### src/rtl/aes_pkg.sv
// Shared types and constants for the AES decryption controller and its output buffer.
package aes_pkg;

    localparam int BLOCK_LENGTH_DEF = 128;
    localparam int NR_AES128        = 10;
    localparam int NR_AES256        = 14;
    localparam int ROUND_W          = 4;

    typedef enum logic [1:0] {
        ST_IDLE,
        ST_LOAD,
        ST_ROUND,
        ST_CAPTURE
    } state_e;

    // A one-cycle key store must be addressed one round ahead of the datapath.
    function automatic logic [ROUND_W-1:0] key_addr_f(
        input logic [ROUND_W-1:0] round,
        input logic               in_round,
        input int                 lat
    );
        if (lat != 0 && in_round && round != '0)
            return round - ROUND_W'(1);
        return round;
    endfunction

endpackage

### src/rtl/aes_out_buf.sv
// One-entry valid/ready register slice holding a finished plaintext block.
module aes_out_buf
    import aes_pkg::*;
#(
    parameter int W = BLOCK_LENGTH_DEF
) (
    input  logic         clk_i,
    input  logic         rst_ni,
    input  logic         in_valid_i,
    output logic         in_ready_o,
    input  logic [W-1:0] in_data_i,
    output logic         out_valid_o,
    input  logic         out_ready_i,
    output logic [W-1:0] out_data_o
);

    logic         valid_q;
    logic [W-1:0] data_q;

    // Refill in the same cycle the held entry drains.
    assign in_ready_o  = !valid_q || out_ready_i;
    assign out_valid_o = valid_q;
    assign out_data_o  = data_q;

    always_ff @(posedge clk_i or negedge rst_ni) begin
        if (!rst_ni) begin
            valid_q <= 1'b0;
            data_q  <= '0;
        end else if (in_valid_i && in_ready_o) begin
            valid_q <= 1'b1;
            data_q  <= in_data_i;
        end else if (out_ready_i) begin
            valid_q <= 1'b0;
        end
    end

endmodule

### src/rtl/aes_dec_ctrl.sv
// Sequencer for an iterative AES decryption datapath: load, NR+1 rounds, capture into a 1-entry buffer.
// Optional AES_DEC_CTRL_ABORT_EN adds an abort input that drops the in-flight block.
module aes_dec_ctrl
    import aes_pkg::*;
#(
    parameter int BLOCK_LENGTH = BLOCK_LENGTH_DEF,
    parameter int NR           = NR_AES128,
    parameter int KEY_RD_LAT   = 0
) (
    input  logic                    CLK,
    input  logic                    RST,
`ifdef AES_DEC_CTRL_ABORT_EN
    input  logic                    abort,
`endif
    input  logic                    in_valid,
    output logic                    in_ready,
    input  logic [BLOCK_LENGTH-1:0] in_ct,
    output logic                    out_valid,
    input  logic                    out_ready,
    output logic [BLOCK_LENGTH-1:0] out_pt,
    output logic                    dp_en,
    output logic [BLOCK_LENGTH-1:0] dp_ct,
    output logic [ROUND_W-1:0]      dp_round,
    input  logic [BLOCK_LENGTH-1:0] dp_pt,
    output logic [ROUND_W-1:0]      key_addr,
    output logic                    busy
);

    // NR must fit the 4-bit round counter (NR <= 15).
    localparam logic [ROUND_W-1:0] NR_L = ROUND_W'(NR);

    state_e                  state_q, state_d;
    logic [ROUND_W-1:0]      round_q, round_d;
    logic [BLOCK_LENGTH-1:0] ct_q, ct_d;
    logic                    abort_w;
    logic                    buf_valid;
    logic                    buf_ready;

`ifdef AES_DEC_CTRL_ABORT_EN
    assign abort_w = abort;
`else
    assign abort_w = 1'b0;
`endif

    always_comb begin
        state_d   = state_q;
        round_d   = round_q;
        ct_d      = ct_q;
        buf_valid = 1'b0;
        unique case (state_q)
            ST_IDLE: begin
                if (in_valid) begin
                    state_d = ST_LOAD;
                    ct_d    = in_ct;
                    round_d = NR_L;
                end
            end
            ST_LOAD: state_d = ST_ROUND;
            ST_ROUND: begin
                if (round_q == '0) state_d = ST_CAPTURE;
                else               round_d = round_q - ROUND_W'(1);
            end
            ST_CAPTURE: begin
                buf_valid = 1'b1;
                if (buf_ready) state_d = ST_IDLE;
            end
            default: state_d = ST_IDLE;
        endcase
        // An aborted block never reaches the buffer.
        if (abort_w && state_q != ST_IDLE) begin
            state_d   = ST_IDLE;
            round_d   = '0;
            buf_valid = 1'b0;
        end
    end

    always_ff @(posedge CLK or negedge RST) begin
        if (!RST) begin
            state_q <= ST_IDLE;
            round_q <= '0;
            ct_q    <= '0;
        end else begin
            state_q <= state_d;
            round_q <= round_d;
            ct_q    <= ct_d;
        end
    end

    assign in_ready = (state_q == ST_IDLE);
    assign busy     = (state_q != ST_IDLE);
    assign dp_en    = (state_q == ST_ROUND) || (state_q == ST_CAPTURE);
    assign dp_ct    = ct_q;
    assign dp_round = round_q;
    assign key_addr = key_addr_f(round_q, state_q == ST_ROUND, KEY_RD_LAT);

    aes_out_buf #(
        .W(BLOCK_LENGTH)
    ) u_out_buf (
        .clk_i      (CLK),
        .rst_ni     (RST),
        .in_valid_i (buf_valid),
        .in_ready_o (buf_ready),
        .in_data_i  (dp_pt),
        .out_valid_o(out_valid),
        .out_ready_i(out_ready),
        .out_data_o (out_pt)
    );

endmodule

### config.mk
export PLATFORM = sky130hd
export DESIGN_NAME = aes_dec_ctrl
export DESIGN_NICKNAME = d
export VERILOG_FILES = /design/src/rtl/aes_pkg.sv /design/src/rtl/aes_out_buf.sv /design/src/rtl/aes_dec_ctrl.sv
export SDC_FILE = /design/constraint.sdc
export NUM_CORES = 1
export LEC_CHECK = 0
export ABC_CLOCK_PERIOD_IN_PS = 1900
export CORE_AREA = 2 2 208 210
export DETAILED_ROUTE_END_ITERATION = 10
export DIE_AREA = 0 0 210 212
export PLACE_DENSITY_LB_ADDON = 0.1
export SETUP_SLACK_MARGIN = 0.4
export SYNTH_ARGS = -nofsm -noshare
export SYNTH_HDL_FRONTEND = slang
export SYNTH_SLANG_ARGS = --single-unit
### constraint.sdc
create_clock -name CLK -period 1.9 [get_ports CLK]
set_input_delay 0.285 -clock CLK [delete_from_list [all_inputs] [get_ports CLK]]
set_output_delay 0.285 -clock CLK [all_outputs]
set_load 0.02 [all_outputs]
# After elaboration in Yosys (flattened, before gate mapping)

Cells that the tools add are included.

$add $sub $neg: 1
Equal/unequal tests: 7
Multiplexer cells: 10
Reduce and logical (&&, ||, !) cells: 12

Operators by type and width:

| cell                  | number |
|---|---|
| $mux W4               | 2 |
| $pmux W2 S4           | 1 |
| $pmux W4 S2           | 1 |
| $mux W2               | 3 |
| $ne A2 B2 Y1 const B  | 3 |
| $reduce_and A3 Y1     | 2 |
| $reduce_bool A2 Y1    | 3 |
| $eq A2 B2 Y1 const B  | 2 |
| $logic_not A4 Y1      | 1 |
| $sub A4 B1 Y4 const B | 1 |
| $mux W1               | 3 |
| $eq A2 B1 Y1 const B  | 1 |
| $logic_not A2 Y1      | 1 |
| $logic_or A1 B1 Y1    | 2 |
| $ne A2 B1 Y1 const B  | 1 |
| $reduce_and A2 Y1     | 1 |
| $logic_and A1 B1 Y1   | 1 |
| $logic_not A1 Y1      | 1 |

Flip-flop bits (word level): 263
Bits of input ports: 260
Output and inout bits: 268

# Longest topological paths before layout

Depth after elaboration: 4
Depth in mapped cells: 6
Depth with buffers taken out: 5

# Modules after synthesis

From an unflattened synthesis, not the netlist that was laid out.

Cells, all modules: 593
Area, all modules: 10588.9 µm²

By module, submodules not included:

| module       | times used | cells an instance | area each (µm²) |
|---|---|---|---|
| aes_out_buf  | 1          | 274               | 5341.4 |
| aes_dec_ctrl | 1          | 319               | 5247.5 |

# Worst setup path before layout

No wires, ideal clock.

Kind: register -> register
From: reg round_q[0] (netlist: dp_round[0])
To: reg state_q[1]
Library setup time: 0.125 ns
Arrival: 1.723 ns
Required time: 1.775 ns
Slack: 0.052 ns
Cell stages (with the launch flop): 6
Period minus slack after synthesis: 1.848 ns
Cells stage by stage: dfrtp_1 inv_1 ha_1 or3b_1 a221o_1 mux2_4

Longest elaborated chain between the ends: 3

Ends and longest elaborated chain:

| item                               | RTL line           | source |
|---|---|---|
| from (decl)                        | aes_dec_ctrl.sv:33 | `logic [ROUND_W-1:0] round_q, round_d;` |
| from (signal assigned)             | aes_dec_ctrl.sv:84 | `round_q <= round_d;` |
| $logic_not A4 Y1                   | aes_dec_ctrl.sv:60 | `if (round_q == '0) state_d = ST_CAPTURE;` |
| $ne A2 B2 Y1 (no source line)      | --                 |  |
| $reduce_and A3 Y1 (no source line) | --                 |  |
| to (signal assigned)               | aes_dec_ctrl.sv:83 | `state_q <= state_d;` |
| to (decl)                          | aes_dec_ctrl.sv:32 | `state_e state_q, state_d;` |

No other way between the ends.
A chain may end at the register's enable or synchronous reset.

# Worst setup path after layout

From: reg state_q[1]
To: out dp_en

Longest elaborated chain between the ends: 2
Elaborated cells between the ends (all ways): 3
Those cells by class: eq/ne: 2; reduce/logical: 1

Ends and longest elaborated chain:

| item                   | RTL line           | source |
|---|---|---|
| $eq A2 B2 Y1           | aes_dec_ctrl.sv:91 | `assign dp_en = (state_q == ST_ROUND) \|\| (state_q == ST_CAPTURE);` |
| $logic_or A1 B1 Y1 (*) | aes_dec_ctrl.sv:91 |  |
| to (decl)              | aes_dec_ctrl.sv:21 | `output logic dp_en,` |

Mark *: on every way between the ends. The rest lies on a longest branch, timed or not.

==> summary.txt <==
Result of the run -> complete, no violations
Areal power density over the cells -> 1890 nW/um^2
Number of DRC violations after detailed-routing iteration 0 -> 220
Count of unique library cells instantiated by Yosys -> 27
Type of the worst setup path -> reg -> out
Synth Register Bits -> 263
Final Core Density -> 45.0%
Number of global-route vias before repair -> 7722
RR Startpoint -> dp_round[0]
Setup crit start kind -> flip-flop
Floorplan row count -> 76
TritonCTS clock tree -> yes
Worst endpoint required time -> 1.62 ns
Number of standard cells after synthesis -> 590
Overall die height -> 212 um
Fillers -> 3907
Largest fanout of any net on the critical path -> 4
Count of buffers from port buffering -> 527
Register-to-register setup slack -> 0.12 ns
Area Growth Syn to Fin -> 92.7%
WL final -> 38800 um
Number of hold-slack violations in the final timing report -> 0
Top achievable clock speed -> 0.553 GHz
Drt first pass iters -> 4
Routed via count -> 7428
Worst slew margin -> 35.7%
Power Total -> 36.2 mW
Number of antenna violations at the first check in global routing -> 4
Max clock buf depth -> 3
GR Overflow Total -> 0
Diode insertion count for antenna repair -> 0
Post-synthesis instance area -> 9930 um^2
Maximum number of pins on one net before global-route repair -> 51
Post-route DRC violation count -> 0
Fin crit period -> 1.81 ns
Total routing usage reported by global routing -> 14.9%
Final cell area excluding filler cells -> 19100 um^2
Net Count, Synth -> 855
Most frequent cells in the layout -> dfrtp_1, clkdlybuf4s50_1, mux2_4, clkdlybuf4s15_2, buf_2
CP Capture Type -> output port
Clock insertion delay at the later pin of the skew report -> 0.52 ns
Final setup fails -> 0
Horizontal extent of the die -> 210 um
Global-route wire length before repair -> 49500 um
Max Slew Vio Count -> 0
Logic depth of the worst register-to-register path -> 5
Fraction of final layout cells with drive strength greater than 1 -> 54.7%
Max cap viols -> 0
Setup tns final -> 0 ns
Warnings from Yosys -> 0
Clock slew at the register clock pins of the worst setup and hold paths -> 0.06 ns
Clock skew after layout -> 0.00688 ns
DIE AREA -> 44500 um^2
Mean cell area of the mapped netlist -> 16.8 um^2
Sequential cell area fraction in the yosys report -> 66.3%
Routed vias/inst -> 4.19
Io pins -> 528
Maximum vdd drop -> 855 uV
Number of nets still failing antenna checks after routing -> 0
Sink count of the clock tree -> 263
Share of the cycle needed by the critical path after routing -> 95.2%
CTS H-tree depth -> 2
Clock Tree Root -> clkbuf_16
Worst Hold Class -> in -> async
Worst hold slack -> 0.299 ns
Worst Tran Pin Value -> 0.963 ns
Post-DP Area -> 16100 um^2
End of the worst register-to-register path -> state_q[1]
Final weighted congestion of routability-driven global placement -> 0.732
WL per Instance -> 21.9 um
Leading cell type in the layout, fill and taps excluded -> dfrtp_1
Detailed placer's ending HPWL -> 25600 um
Net count, final -> 1468
Setup repair after global routing missed its margin -> true
Data arrival time of the critical path -> 1.52 ns
Initial Utilization -> 23.4%
Leakage power of the design -> 9.13 nW
Inserted Clock Buffers -> 35
Area of the core -> 42500 um^2
==> state kept, by name, summed over array words and instances (netlist names) <==
name	count
dp_ct	128
dp_round	4
state_q	2
u_out_buf.out_data_o	128
u_out_buf.out_valid_o	1
==> where the power goes <==
group	leakage [nW]	switching (mW)	internal (mW)
Combinational	5.48	8.87	10.8
Clock	0.554	2.53	3.90
Sequential	3.10	1.54	8.53
Total	9.13	12.9	23.2
==> worst max-delay path by stage <==
stage               cells past startpoint  slack, ns        start                  endpoint
finish                                  3       0.09   state_q[1]                     dp_en
global route                            4       0.03   state_q[0]                     dp_en
CTS                                     4       0.03   state_q[0]                     dp_en
detailed placement                      5      0.003    out_ready  u_out_buf.out_data_o[46]
global placement                        5       0.07    out_ready   u_out_buf.out_data_o[2]
floorplan                               5       0.11  dp_round[0]                state_q[1]
==> worst max-delay path, stage by stage, from the launching register on <==
cell and delay, ns:
dfrtp_2 0.46, ha_4 0.18, or2_4 0.24, buf_6 0.13
==> metal layers <==
layer / wire length [um] / global-route usage, % / up-vias
met5: 41 / 0 / -
met4: 729 / 5.40 / 6
met3: 4160 / 7.61 / 43
met2: 18600 / 24.8 / 332
met1: 15300 / 16.5 / 3720
li1: - / - / 3327
==> per-stage QoR <==
stage	std cells	setup slack, ns
6_report	1773	0.0908
5_1_grt	1773	0.0287
4_1_cts	1735	0.0350
3_5_place_dp	1659	0.00328
3_3_place_gp	1659	0.0655
2_1_floorplan	590	0.111
==> cell usage after synthesis, drive strengths merged <==
cell       n  share of area [%]
dfrtp    263                 66
mux2     259                 29
buf       31                1.7
ha         5               0.63
inv        5               0.19
nand2      3               0.11
nand2b     3               0.19
nor2b      3               0.19
clkbuf     2              0.076
nand4      2               0.13
nor3       2               0.15
a2111oi    1              0.088
a21oi      1              0.050
a221o      1               0.10
a31o       1              0.088
and2b      1              0.076
and4bb     1               0.13
nor2       1              0.038
o21ai      1              0.050
o221a      1               0.11
o41a       1               0.11
or2        1              0.063
or3b       1              0.088
==> cells by family (layout without fill, tap and decap cells) <==
| logic type | count (synthesis) | in the layout | share of synthesized area (%) |
|---|---|---|---|
| buffers and inverters | 38 | 669 | 1.93 |
| and+or+nand+nor | 18 | 24 | 1.16 |
| muxes | 259 | 259 | 29.4 |
| DFF | 263 | 263 | 66.3 |
| AOI/OAI and AO/OA | 7 | 7 | 0.605 |
| adders and majority gates | 5 | 5 | 0.630 |
==> layout make-up <==
class	count	area [um^2]	area share [%]
flip-flops and latches	263	6590	34.4
repair buffers	603	6410	33.5
multi-input cells	295	4320	22.6
clock buffers	54	1080	5.64
well taps	546	683	3.57
clock inverters	7	41.3	0.216
inverters	5	18.8	0.0981
==> repair_timing <==
item | in CTS | in global routing
setup endpoints to repair | 528 | 311
pin swaps | 5 | 2
buffers inserted | 14 | 8
cloned | 0 | 30
resized for setup | 899 | 358
hold buffers | 1 | 0
endpoints found under the hold margin | 42 | 0
Power figures use the tool's default switching activity.
